### src/rtl/pos_avg_fofb.sv
// Offset-corrected boxcar averager for the FOFB position stream.
// Stage 1 subtracts the per-axis offsets with saturation. Stage 2 accumulates
// 2**AVG_LOG2 samples and closes the window. The output register presents the
// average with a one-cycle val_o strobe.
module pos_avg_fofb #(
    parameter int POS_WIDTH = 25,
    parameter int AVG_LOG2  = 4
) (
    input  logic                 clk_i,
    input  logic                 rst_n_i,
    input  logic                 en_i,
    input  logic                 clr_i,
    input  logic [POS_WIDTH-1:0] data_x_i,
    input  logic [POS_WIDTH-1:0] data_y_i,
    input  logic [POS_WIDTH-1:0] data_sum_i,
    input  logic                 val_i,
    input  logic [POS_WIDTH-1:0] offset_x_i,
    input  logic [POS_WIDTH-1:0] offset_y_i,
    output logic [POS_WIDTH-1:0] data_x_o,
    output logic [POS_WIDTH-1:0] data_y_o,
    output logic [POS_WIDTH-1:0] data_sum_o,
    output logic                 val_o,
    output logic [AVG_LOG2:0]    cnt_o
);

    localparam int AW = POS_WIDTH + AVG_LOG2;
    localparam int CW = AVG_LOG2 + 1;
    localparam logic [CW-1:0] CNT_LAST = CW'((1 << AVG_LOG2) - 1);
    localparam logic signed [POS_WIDTH-1:0] POS_MAX = {1'b0, {(POS_WIDTH-1){1'b1}}};
    localparam logic signed [POS_WIDTH-1:0] POS_MIN = {1'b1, {(POS_WIDTH-1){1'b0}}};

    // One extra bit of headroom; any carry into it means the result left the range.
    function automatic logic signed [POS_WIDTH-1:0] sat_sub(
        input logic signed [POS_WIDTH-1:0] a,
        input logic signed [POS_WIDTH-1:0] b
    );
        logic signed [POS_WIDTH:0] diff;
        diff = (POS_WIDTH+1)'(a) - (POS_WIDTH+1)'(b);
        if (diff[POS_WIDTH] != diff[POS_WIDTH-1])
            sat_sub = diff[POS_WIDTH] ? POS_MIN : POS_MAX;
        else
            sat_sub = diff[POS_WIDTH-1:0];
    endfunction

    // Window mean; the arithmetic shift floors toward minus infinity.
    function automatic logic signed [POS_WIDTH-1:0] avg_of(
        input logic signed [AW-1:0]        acc,
        input logic signed [POS_WIDTH-1:0] v
    );
        logic signed [AW-1:0] total;
        total  = acc + AW'(v);
        total  = total >>> AVG_LOG2;
        avg_of = total[POS_WIDTH-1:0];
    endfunction

    logic                        vld_p1_q, vld_p1_d;
    logic signed [POS_WIDTH-1:0] x_p1_q, x_p1_d, y_p1_q, y_p1_d, sum_p1_q, sum_p1_d;
    logic signed [AW-1:0]        acc_x_q, acc_x_d, acc_y_q, acc_y_d, acc_sum_q, acc_sum_d;
    logic [CW-1:0]               cnt_q, cnt_d;
    logic                        vld_p2_q, vld_p2_d;
    logic signed [POS_WIDTH-1:0] avg_x_q, avg_x_d, avg_y_q, avg_y_d, avg_sum_q, avg_sum_d;
    logic signed [POS_WIDTH-1:0] out_x_q, out_x_d, out_y_q, out_y_d, out_sum_q, out_sum_d;
    logic                        val_q, val_d;

    // Next-state logic for the correction, accumulation and output stages.
    always_comb begin
        vld_p1_d  = vld_p1_q;
        x_p1_d    = x_p1_q;
        y_p1_d    = y_p1_q;
        sum_p1_d  = sum_p1_q;
        acc_x_d   = acc_x_q;
        acc_y_d   = acc_y_q;
        acc_sum_d = acc_sum_q;
        cnt_d     = cnt_q;
        vld_p2_d  = 1'b0;
        avg_x_d   = avg_x_q;
        avg_y_d   = avg_y_q;
        avg_sum_d = avg_sum_q;
        out_x_d   = out_x_q;
        out_y_d   = out_y_q;
        out_sum_d = out_sum_q;

        // Stage 1: capture and offset-correct an accepted sample.
        if (clr_i) begin
            vld_p1_d = 1'b0;
        end else begin
            vld_p1_d = val_i & en_i;
            if (val_i && en_i) begin
                x_p1_d   = sat_sub($signed(data_x_i), $signed(offset_x_i));
                y_p1_d   = sat_sub($signed(data_y_i), $signed(offset_y_i));
                sum_p1_d = $signed(data_sum_i);
            end
        end

        // Stage 2: accumulate, or close the window on its last sample.
        if (clr_i) begin
            acc_x_d   = '0;
            acc_y_d   = '0;
            acc_sum_d = '0;
            cnt_d     = '0;
        end else if (vld_p1_q) begin
            if (cnt_q == CNT_LAST) begin
                avg_x_d   = avg_of(acc_x_q, x_p1_q);
                avg_y_d   = avg_of(acc_y_q, y_p1_q);
                avg_sum_d = avg_of(acc_sum_q, sum_p1_q);
                acc_x_d   = '0;
                acc_y_d   = '0;
                acc_sum_d = '0;
                cnt_d     = '0;
                vld_p2_d  = 1'b1;
            end else begin
                acc_x_d   = acc_x_q + AW'(x_p1_q);
                acc_y_d   = acc_y_q + AW'(y_p1_q);
                acc_sum_d = acc_sum_q + AW'(sum_p1_q);
                cnt_d     = cnt_q + CW'(1);
            end
        end

        // Output: present a finished average unless a clear cancels it.
        val_d = vld_p2_q & ~clr_i;
        if (vld_p2_q && !clr_i) begin
            out_x_d   = avg_x_q;
            out_y_d   = avg_y_q;
            out_sum_d = avg_sum_q;
        end
    end

    // State registers; everything returns to zero on reset.
    always_ff @(posedge clk_i or negedge rst_n_i) begin
        if (!rst_n_i) begin
            vld_p1_q  <= 1'b0;
            x_p1_q    <= '0;
            y_p1_q    <= '0;
            sum_p1_q  <= '0;
            acc_x_q   <= '0;
            acc_y_q   <= '0;
            acc_sum_q <= '0;
            cnt_q     <= '0;
            vld_p2_q  <= 1'b0;
            avg_x_q   <= '0;
            avg_y_q   <= '0;
            avg_sum_q <= '0;
            out_x_q   <= '0;
            out_y_q   <= '0;
            out_sum_q <= '0;
            val_q     <= 1'b0;
        end else begin
            vld_p1_q  <= vld_p1_d;
            x_p1_q    <= x_p1_d;
            y_p1_q    <= y_p1_d;
            sum_p1_q  <= sum_p1_d;
            acc_x_q   <= acc_x_d;
            acc_y_q   <= acc_y_d;
            acc_sum_q <= acc_sum_d;
            cnt_q     <= cnt_d;
            vld_p2_q  <= vld_p2_d;
            avg_x_q   <= avg_x_d;
            avg_y_q   <= avg_y_d;
            avg_sum_q <= avg_sum_d;
            out_x_q   <= out_x_d;
            out_y_q   <= out_y_d;
            out_sum_q <= out_sum_d;
            val_q     <= val_d;
        end
    end

    assign data_x_o   = out_x_q;
    assign data_y_o   = out_y_q;
    assign data_sum_o = out_sum_q;
    assign val_o      = val_q;
    assign cnt_o      = cnt_q;

endmodule

### config.mk
export PLATFORM = sky130hd
export DESIGN_NAME = pos_avg_fofb
export DESIGN_NICKNAME = d
export VERILOG_FILES = /design/src/rtl/pos_avg_fofb.sv
export SDC_FILE = /design/constraint.sdc
export NUM_CORES = 1
export LEC_CHECK = 0
export ABC_AREA = 1
export BUFFER_PORTS_ARGS = -buffer_cell sky130_fd_sc_hd__buf_2
export CAP_MARGIN = 20
export CORE_ASPECT_RATIO = 1.75
export CORE_MARGIN = 2
export CORE_UTILIZATION = 54
export DETAILED_ROUTE_END_ITERATION = 8
export PLACE_DENSITY = 0.77
export SYNTH_ARGS = -nofsm -noshare
export SYNTH_HDL_FRONTEND = slang
export SYNTH_SLANG_ARGS = --single-unit
### constraint.sdc
create_clock -name clk_i -period 2.1 [get_ports clk_i]
set_input_delay 0.105 -clock clk_i [delete_from_list [all_inputs] [get_ports clk_i]]
set_output_delay 0.105 -clock clk_i [all_outputs]
set_load 0.03 [all_outputs]
==> results of run 1 <==
-- layout make-up --
type	count	area, um^2
multi-input combinational	2071	12600
fill	3026	10500
sequential	320	8010
timing repair buffer	492	3510
inverter	316	1190
clock buffer	35	778
tap	480	601
clock inverter	17	208
-- placed cells by master (no fill, tap or decap), types with 22 or more instances in the layout --
master and n:
buf_2 209, dlygate4sd3_1 31, inv_1 296, nand4_1 34
a21oi_1 114, nand2_2 61, xor2_1 40, o21ai_0 149
nand3_1 146, ha_4 43, dfrtp_1 315, clkbuf_16 30
buf_4 227, a21oi_2 73, nor2_2 36, nand3_2 43
nand2_1 803, o21ai_1 46, xnor2_1 22, ha_1 78
nor2_1 182
-- routing by layer --
metal	track usage [%]	wire (um)	share of wire, %	vias to the layer above
met1	33.2	23400	36	9589
met3	2.24	2390	3.6	228
li1	-	-	-	9921
met5	0	0	0	-
met2	60.5	35000	53	595
met4	21.2	4960	7.5	0
-- sequential cells by signal (all words and copies together), names as in the netlist --
signal,cells
acc_sum_q,29
acc_x_q,29
acc_y_q,29
avg_sum_q,25
avg_x_q,25
avg_y_q,25
data_sum_o,25
data_x_o,25
data_y_o,25
sum_p1_q,25
x_p1_q,25
y_p1_q,25
cnt_o,5
val_o,1
vld_p1_q,1
vld_p2_q,1
-- repair_timing --
item / 4_1_cts / 5_1_grt
gates resized for setup: 108 / 321
hold endpoints to repair: 348 / 0
cloned: 0 / 3
buffers inserted: 5 / 29
setup endpoints to repair: 98 / 162
pin swaps: 22 / 82
hold buffers: 31 / 0
-- through the flow --
step	instance area, um^2	setup TNS (ps)	setup WS (ps)	hold slack [ps]	util [%]
2_1_floorplan	20300	0	31.8	-191	-
3_3_place_gp	23500	-5030	-264	76.3	62.9
4_1_cts	25300	-91.0	-26.5	27.1	67.6
5_1_grt	26900	-4860	-162	75.1	71.9
3_5_place_dp	23500	-9730	-269	80.9	62.9
6_report	26900	-734	-134	49.7	71.9
-- power breakdown --
group          internal [W]  switching, W  total [W]  leakage, nW
clock network       0.00314       0.00242    0.00556        0.468
logic               0.00366       0.00491    0.00857         9.56
registers           0.00667      0.000553    0.00722         4.01
total                0.0135       0.00788     0.0214         14.0
-- critical path, cell delays in order (launching register included) --
cell and delay (ps):
dfrtp_1 370, ha_2 210, inv_2 40, fa_2 340, nand3b_1 170, nand2_2 140
nand2_2 60, nand3_2 80, nand3_2 90, nand2_4 150, buf_6 120, xnor2_2 100
buf_4 160, o21ai_2 50
-- worst max-delay path by stage --
stage / to / cells past startpoint
5_1_grt: avg_sum_q[8] / 13
2_1_floorplan: acc_sum_q[20] / 13
6_report: avg_sum_q[8] / 13
3_5_place_dp: acc_sum_q[20] / 13
3_3_place_gp: avg_sum_q[16] / 13
4_1_cts: avg_x_q[22] / 15
-- logic make-up after synthesis --
family          after synthesis
compound gates              465
xor+xnor                     74
fa+ha+maj                   140
buf+inv                     384
flops                       320
simple gates               1390
==> summary.md, run 1 <==
| Metric | Value |
|---|---|
| Gr usage total | 32.0% |
| RR Startpoint | acc_sum_q[0] |
| Synth area leaders | dfrtp_1, nand2_1, ha_1 |
| Grt ovf | 0 |
| Crit Path Class | reg -> reg |
| Chip Width | 151 um |
| Largest net degree at the start of global routing | 123 |
| Vias per inst | 5.45 |
| PD cells | 794 nW/um^2 |
| Mux cell area share after synthesis | 0% |
| Routability congestion estimate | 1.04 |
| Post-synth EDFFs | 0 |
| Initial antenna violation count | 0 |
| Minimum clock period | 2230 ps |
| Register bit count reported by yosys | 320 |
| Dpl hpwl | 48500 um |
| Syn nets | 3043 |
| PortBufs | 210 |
| Core area | 37400 um^2 |
| Worst vdd ir | 0.740 mV |
| Max-slew violation count | 0 |
| Worst EP arrival | 2670 ps |
| Worst slew margin | 62.6% |
| CP Capture Type | flip-flop |
| Final ANT Viol Nets | 0 |
| Post-Syn Area | 20300 um^2 |
| Failing checks | negative setup slack |
| Synth-to-layout area growth | 32.1% |
| DP Cell Count | 3612 |
| Worst Hold Depth | 5 |
| Most frequent cell after synthesis | nand2_1 |
| H-tree depth | 1 |
| Num CTS Buffers | 29 |
| Slew @ Worst Pin | 560 ps |
| Hold Path End | x_p1_q[21] |
| Final critical-path share of the clock period | 106% |
| Synth cell count leaders | nand2_1, dfrtp_1, inv_1 |
| Tot Pwr | 0.0214 W |
| Largest family of logic cells by synthesized area | simple AND/OR/NAND/NOR gates |
| Pre-antenna DRT Iters | 5 |
| RSZ-0062 raised after global routing | true |
| Worst reg-to-reg setup slack | -130 ps |
| Clk sinks | 320 |
| Die height | 261 um |
| CTS tree | done |
| Unique masters post-synth | 46 |
| Vias in the first global route | 20.5k |
| Synth Area in Simple Gates | 28.4% |
| Clk root buf | clkbuf_16 |
| Ports | 211 |
| Largest buffer count on any clock path | 3 |
| Final wirelength | 65800 um |
| Worst EP required | 2540 ps |
| Worst r2r dst | avg_sum_q[8] |
| Ys Warns | 0 |
| XOR/XNOR share of the synthesized area | 3.19% |
| Hold Fails Final Rpt | 0 |
| Fin nets | 3500 |
| CP Launch Type | flip-flop |
| Synth Area in Adders | 8.79% |
| Initial Util | 54.4% |
| Worst skew pair latency | 580 ps |
| Seq/Total Area, Yosys | 39.4% |
| CTS clk-pin slew, worst paths | 70 ps |
| Row count | 94 |
| Worst setup margin | -134 ps |
| Hold_sp | data_x_i[21] |
| Post-DR wirelength/cell | 17.6 um |
| N_diodes | 0 |
| Final setup vio count | 12 |
| Post-synth top area share | 39.4% |
| Die area | 39300 um^2 |
| Fraction of layout cells with a size suffix above 1 | 27.8% |
| Worst-path fanout max | 3 |
| Post-route DRC | 0 |
| Post-synthesis area per instance | 7.34 um^2 |
| F_max | 448 MHz |
| Vias post-DR | 20.3k |
| Ys async rst share | 100% |
| Initial DRC count | 914 |
| Critical path launch point | acc_sum_q[0] |
| Hold Path Class | in -> reg |
| Synth Flop Type | dfrtp_1 |
| Max-cap violation count | 0 |
| Worst Clk Skew | 13.7 ps |
| Synth Area in Compound Gates | 12.8% |
| Leakage power | 14.0 nW |
| FF-to-FF path depth | 13 |
| Layout Cells excl Fill | 3731 |
| Outcome | complete, but fails checks |
| Post-synthesis cell count | 2773 |
| Synth area leader | dfrtp_1 |
| First-pass GRT wire length | 99900 um |
Note: power is estimated with default switching activity, not from simulation.
==> run 2: changes to the inputs <==
--- a/config.mk
+++ b/config.mk
@@ -13,5 +13,5 @@
 export CORE_UTILIZATION = 54
 export DETAILED_ROUTE_END_ITERATION = 8
-export PLACE_DENSITY = 0.77
+export PLACE_DENSITY = 0.89
 export SYNTH_ARGS = -nofsm -noshare
 export SYNTH_HDL_FRONTEND = slang
==> constraint.sdc (replaced) <==
create_clock -name clk_i -period 2.1 [get_ports clk_i]
set_input_delay 0 -clock clk_i [delete_from_list [all_inputs] [get_ports clk_i]]
set_output_delay 0 -clock clk_i [all_outputs]
set_load 0.03 [all_outputs]
==> run 2 against run 1 <==
The flow still finishes with violations (negative setup slack). Power shrank 2.7%. Critical endpoint is now avg_y_q[14]. Hold slack worse by 46 ps. Clock-buffer cell count grew 1. Largest power group unchanged. Via count increased by 4.8%. Critical path depth increased by 1. Global-route usage shrank 0.36 points. Utilization down 0.69 points. Largest cell class unchanged. Die area stayed put. Critical path type unchanged. Sequential cell count stayed put. Sequential power hardly changed.
==> summary.md, run 2 (synthesis results as in run 1) <==
| Metric | Value |
|---|---|
| DR top layer | met4 |
| Final ANT Viol Nets | 0 |
| CP Capture Type | flip-flop |
| Tot Pwr | 0.0208 W |
| Failing checks | negative setup slack |
| Final critical-path share of the clock period | 110% |
| Hold Fails Final Rpt | 0 |
| CTS clk-pin slew, worst paths | 70 ps |
| RSZ-0062 raised after global routing | true |
| CTS tree | done |
| Synth-to-layout area growth | 30.9% |
| Layout fillers | 2727 |
| Largest net degree at the start of global routing | 123 |
| Slew @ Worst Pin | 867 ps |
| Worst vdd ir | 0.601 mV |
| Internal Power | 0.0129 W |
| Clk root buf | clkbuf_16 |
| Outcome | complete, but fails checks |
| Leakage power | 14.0 nW |
| Largest buffer count on any clock path | 3 |
| Vias in the first global route | 21.0k |
| Commonest non-fill, non-tap cells in the layout | nand2_1, dfrtp_1, inv_1 |
| Commonest non-fill, non-tap cell in the layout | nand2_1 |
| Final setup vio count | 59 |
| Critical Path Slowest Stage Cell | dfrtp_1 |
| Post-DR wirelength/cell | 17.9 um |
| DR WL met2 | 34700 um |
| Worst EP required | 2540 ps |
| Fin nets | 3491 |
| Sw Ratio | 37.7% |
| H-tree depth | 1 |
| Vias post-DR | 21.3k |
| Gr usage total | 31.7% |
| Max-cap violation count | 0 |
| Ports | 211 |
| Final wirelength | 66700 um |
| Worst-path fanout max | 3 |
| First-pass GRT wire length | 99200 um |
| Met3 wire length | 3980 um |
| Clk sinks | 320 |
| Family with the most delay on the worst path | simple AND/OR/NAND/NOR gates |
| Post-route DRC | 0 |
| Flop pwr share | 34.7% |
| Dpl hpwl | 46500 um |
| Routability congestion estimate | 0.991 |
| Pre-antenna DRT Iters | 7 |
| Clk pwr share | 24.5% |
| PD cells | 780 nW/um^2 |
| Critical path buffers and inverters | 2 |
| Crit path cell chain | ha_2 -> inv_2 -> fa_2 -> nand3b_1 -> nand2_2 -> a21oi_4 -> inv_2 -> nand2_2 -> nand2_4 -> nand3_2 -> nand2_1 -> nand2_1 -> nand3_2 -> o21ai_0 |
| Vias per inst | 5.73 |
| Initial Util | 54.4% |
| N_diodes | 0 |
| Initial antenna violation count | 0 |
| Gate power share | 40.8% |
| Worst Clk Skew | 18.2 ps |
| Fraction of layout cells with a size suffix above 1 | 24.8% |
| Peak per-stage delay on the critical path | 380 ps |
| Worst skew pair latency | 570 ps |
| Max-slew violation count | 0 |
| Met1 wire length | 22400 um |
| Hold Path Class | in -> reg |
| Crit Path Class | reg -> reg |
| F_max | 433 MHz |
| Largest regs | acc_sum_q (29), acc_x_q (29), acc_y_q (29) |
| Num CTS Buffers | 27 |
| CP Launch Type | flip-flop |
| Final core utilization | 71.2% |
| Die area | 39300 um^2 |
| Worst slew margin | 42.1% |
| Setup TNS | -5170 ps |
| Minimum clock period | 2310 ps |
| Die height | 261 um |
| Initial DRC count | 1288 |
| PortBufs | 210 |
| Worst EP arrival | 2750 ps |
| Row count | 94 |
| Worst setup margin | -212 ps |
| Psw | 0.00782 W |
| Pre-CTS WS | -354 ps |
| Chip Width | 151 um |
| Grt ovf | 0 |
| Core area | 37400 um^2 |
==> run 2: cell count changes in the layout (fill, tap and decap cells not counted), moves of 7 or more <==
cell,change
nor2_1,+9
nand2_2,-14
dlygate4sd3_1,+39
buf_4,-42
o21ai_1,-8
o21ai_0,+9
ha_1,+7
nand2_1,+15
nor2_2,-7
==> run 2: layout make-up <==
cell class	instances	area [um^2]	area share (%)
Inverter	316	1190	4.45
Timing Repair Buffer	486	3520	13.2
Clock inverter	10	135	0.508
Clock buffer	36	719	2.70
Sequential cell	320	8010	30.1
Multi-Input combinational cell	2070	12500	46.8
Tap cell	480	601	2.26
==> run 2: worst paths after layout <==
path                             start  cells past startpoint             end  slack [ps]
max in group asynchronous      rst_n_i                      3  data_sum_o[12]        1550
min in group asynchronous      rst_n_i                      3       y_p1_q[4]          60
hold / removal             data_x_i[2]                      5       x_p1_q[2]           3
hold reg to reg             avg_y_q[6]                      2     data_y_o[6]         470
setup reg to reg            acc_y_q[0]                     14     avg_y_q[14]        -210
setup / recovery            acc_y_q[0]                     14     avg_y_q[14]        -210
==> run 2: routing by layer <==
layer	GRT usage [%]	vias to the layer above
li1	-	9912
met4	22.6	0
met5	0	-
met1	32.2	9965
met2	59.2	1045
met3	3.09	386
==> run 2: per-stage QoR <==
stage	std cells	instance area, um^2	hold slack [ps]
6_report	3718	26600	3.26
5_1_grt	3718	26600	41.8
4_1_cts	3696	25100	0.156
3_5_place_dp	3570	23100	-105
3_3_place_gp	3570	23100	-104
2_1_floorplan	2773	20300	-296
==> run 2: tightest hold or removal path, stage by stage <==
cell and delay, ps:
buf_2 80, ha_1 210, xor2_1 100, nand2_1 80, a21oi_2 50
==> run 2: what timing repair did <==
item	in CTS	in global routing
gates cloned	0	1
buffers inserted	9	26
endpoints found under the setup margin	79	168
endpoints found under the hold margin	385	0
pin swaps	16	71
resized for setup	97	278
hold buffers	71	0
==> run 2: power groups by stage <==
stage,clock network [W],registers [W],logic [W]
floorplan,0,0.00702,0.00437
global placement,0,0.00712,0.00668
detailed placement,0,0.00715,0.00679
CTS,0.00510,0.00705,0.00714
global route,0.00531,0.00724,0.00922
finish,0.00509,0.00720,0.00848
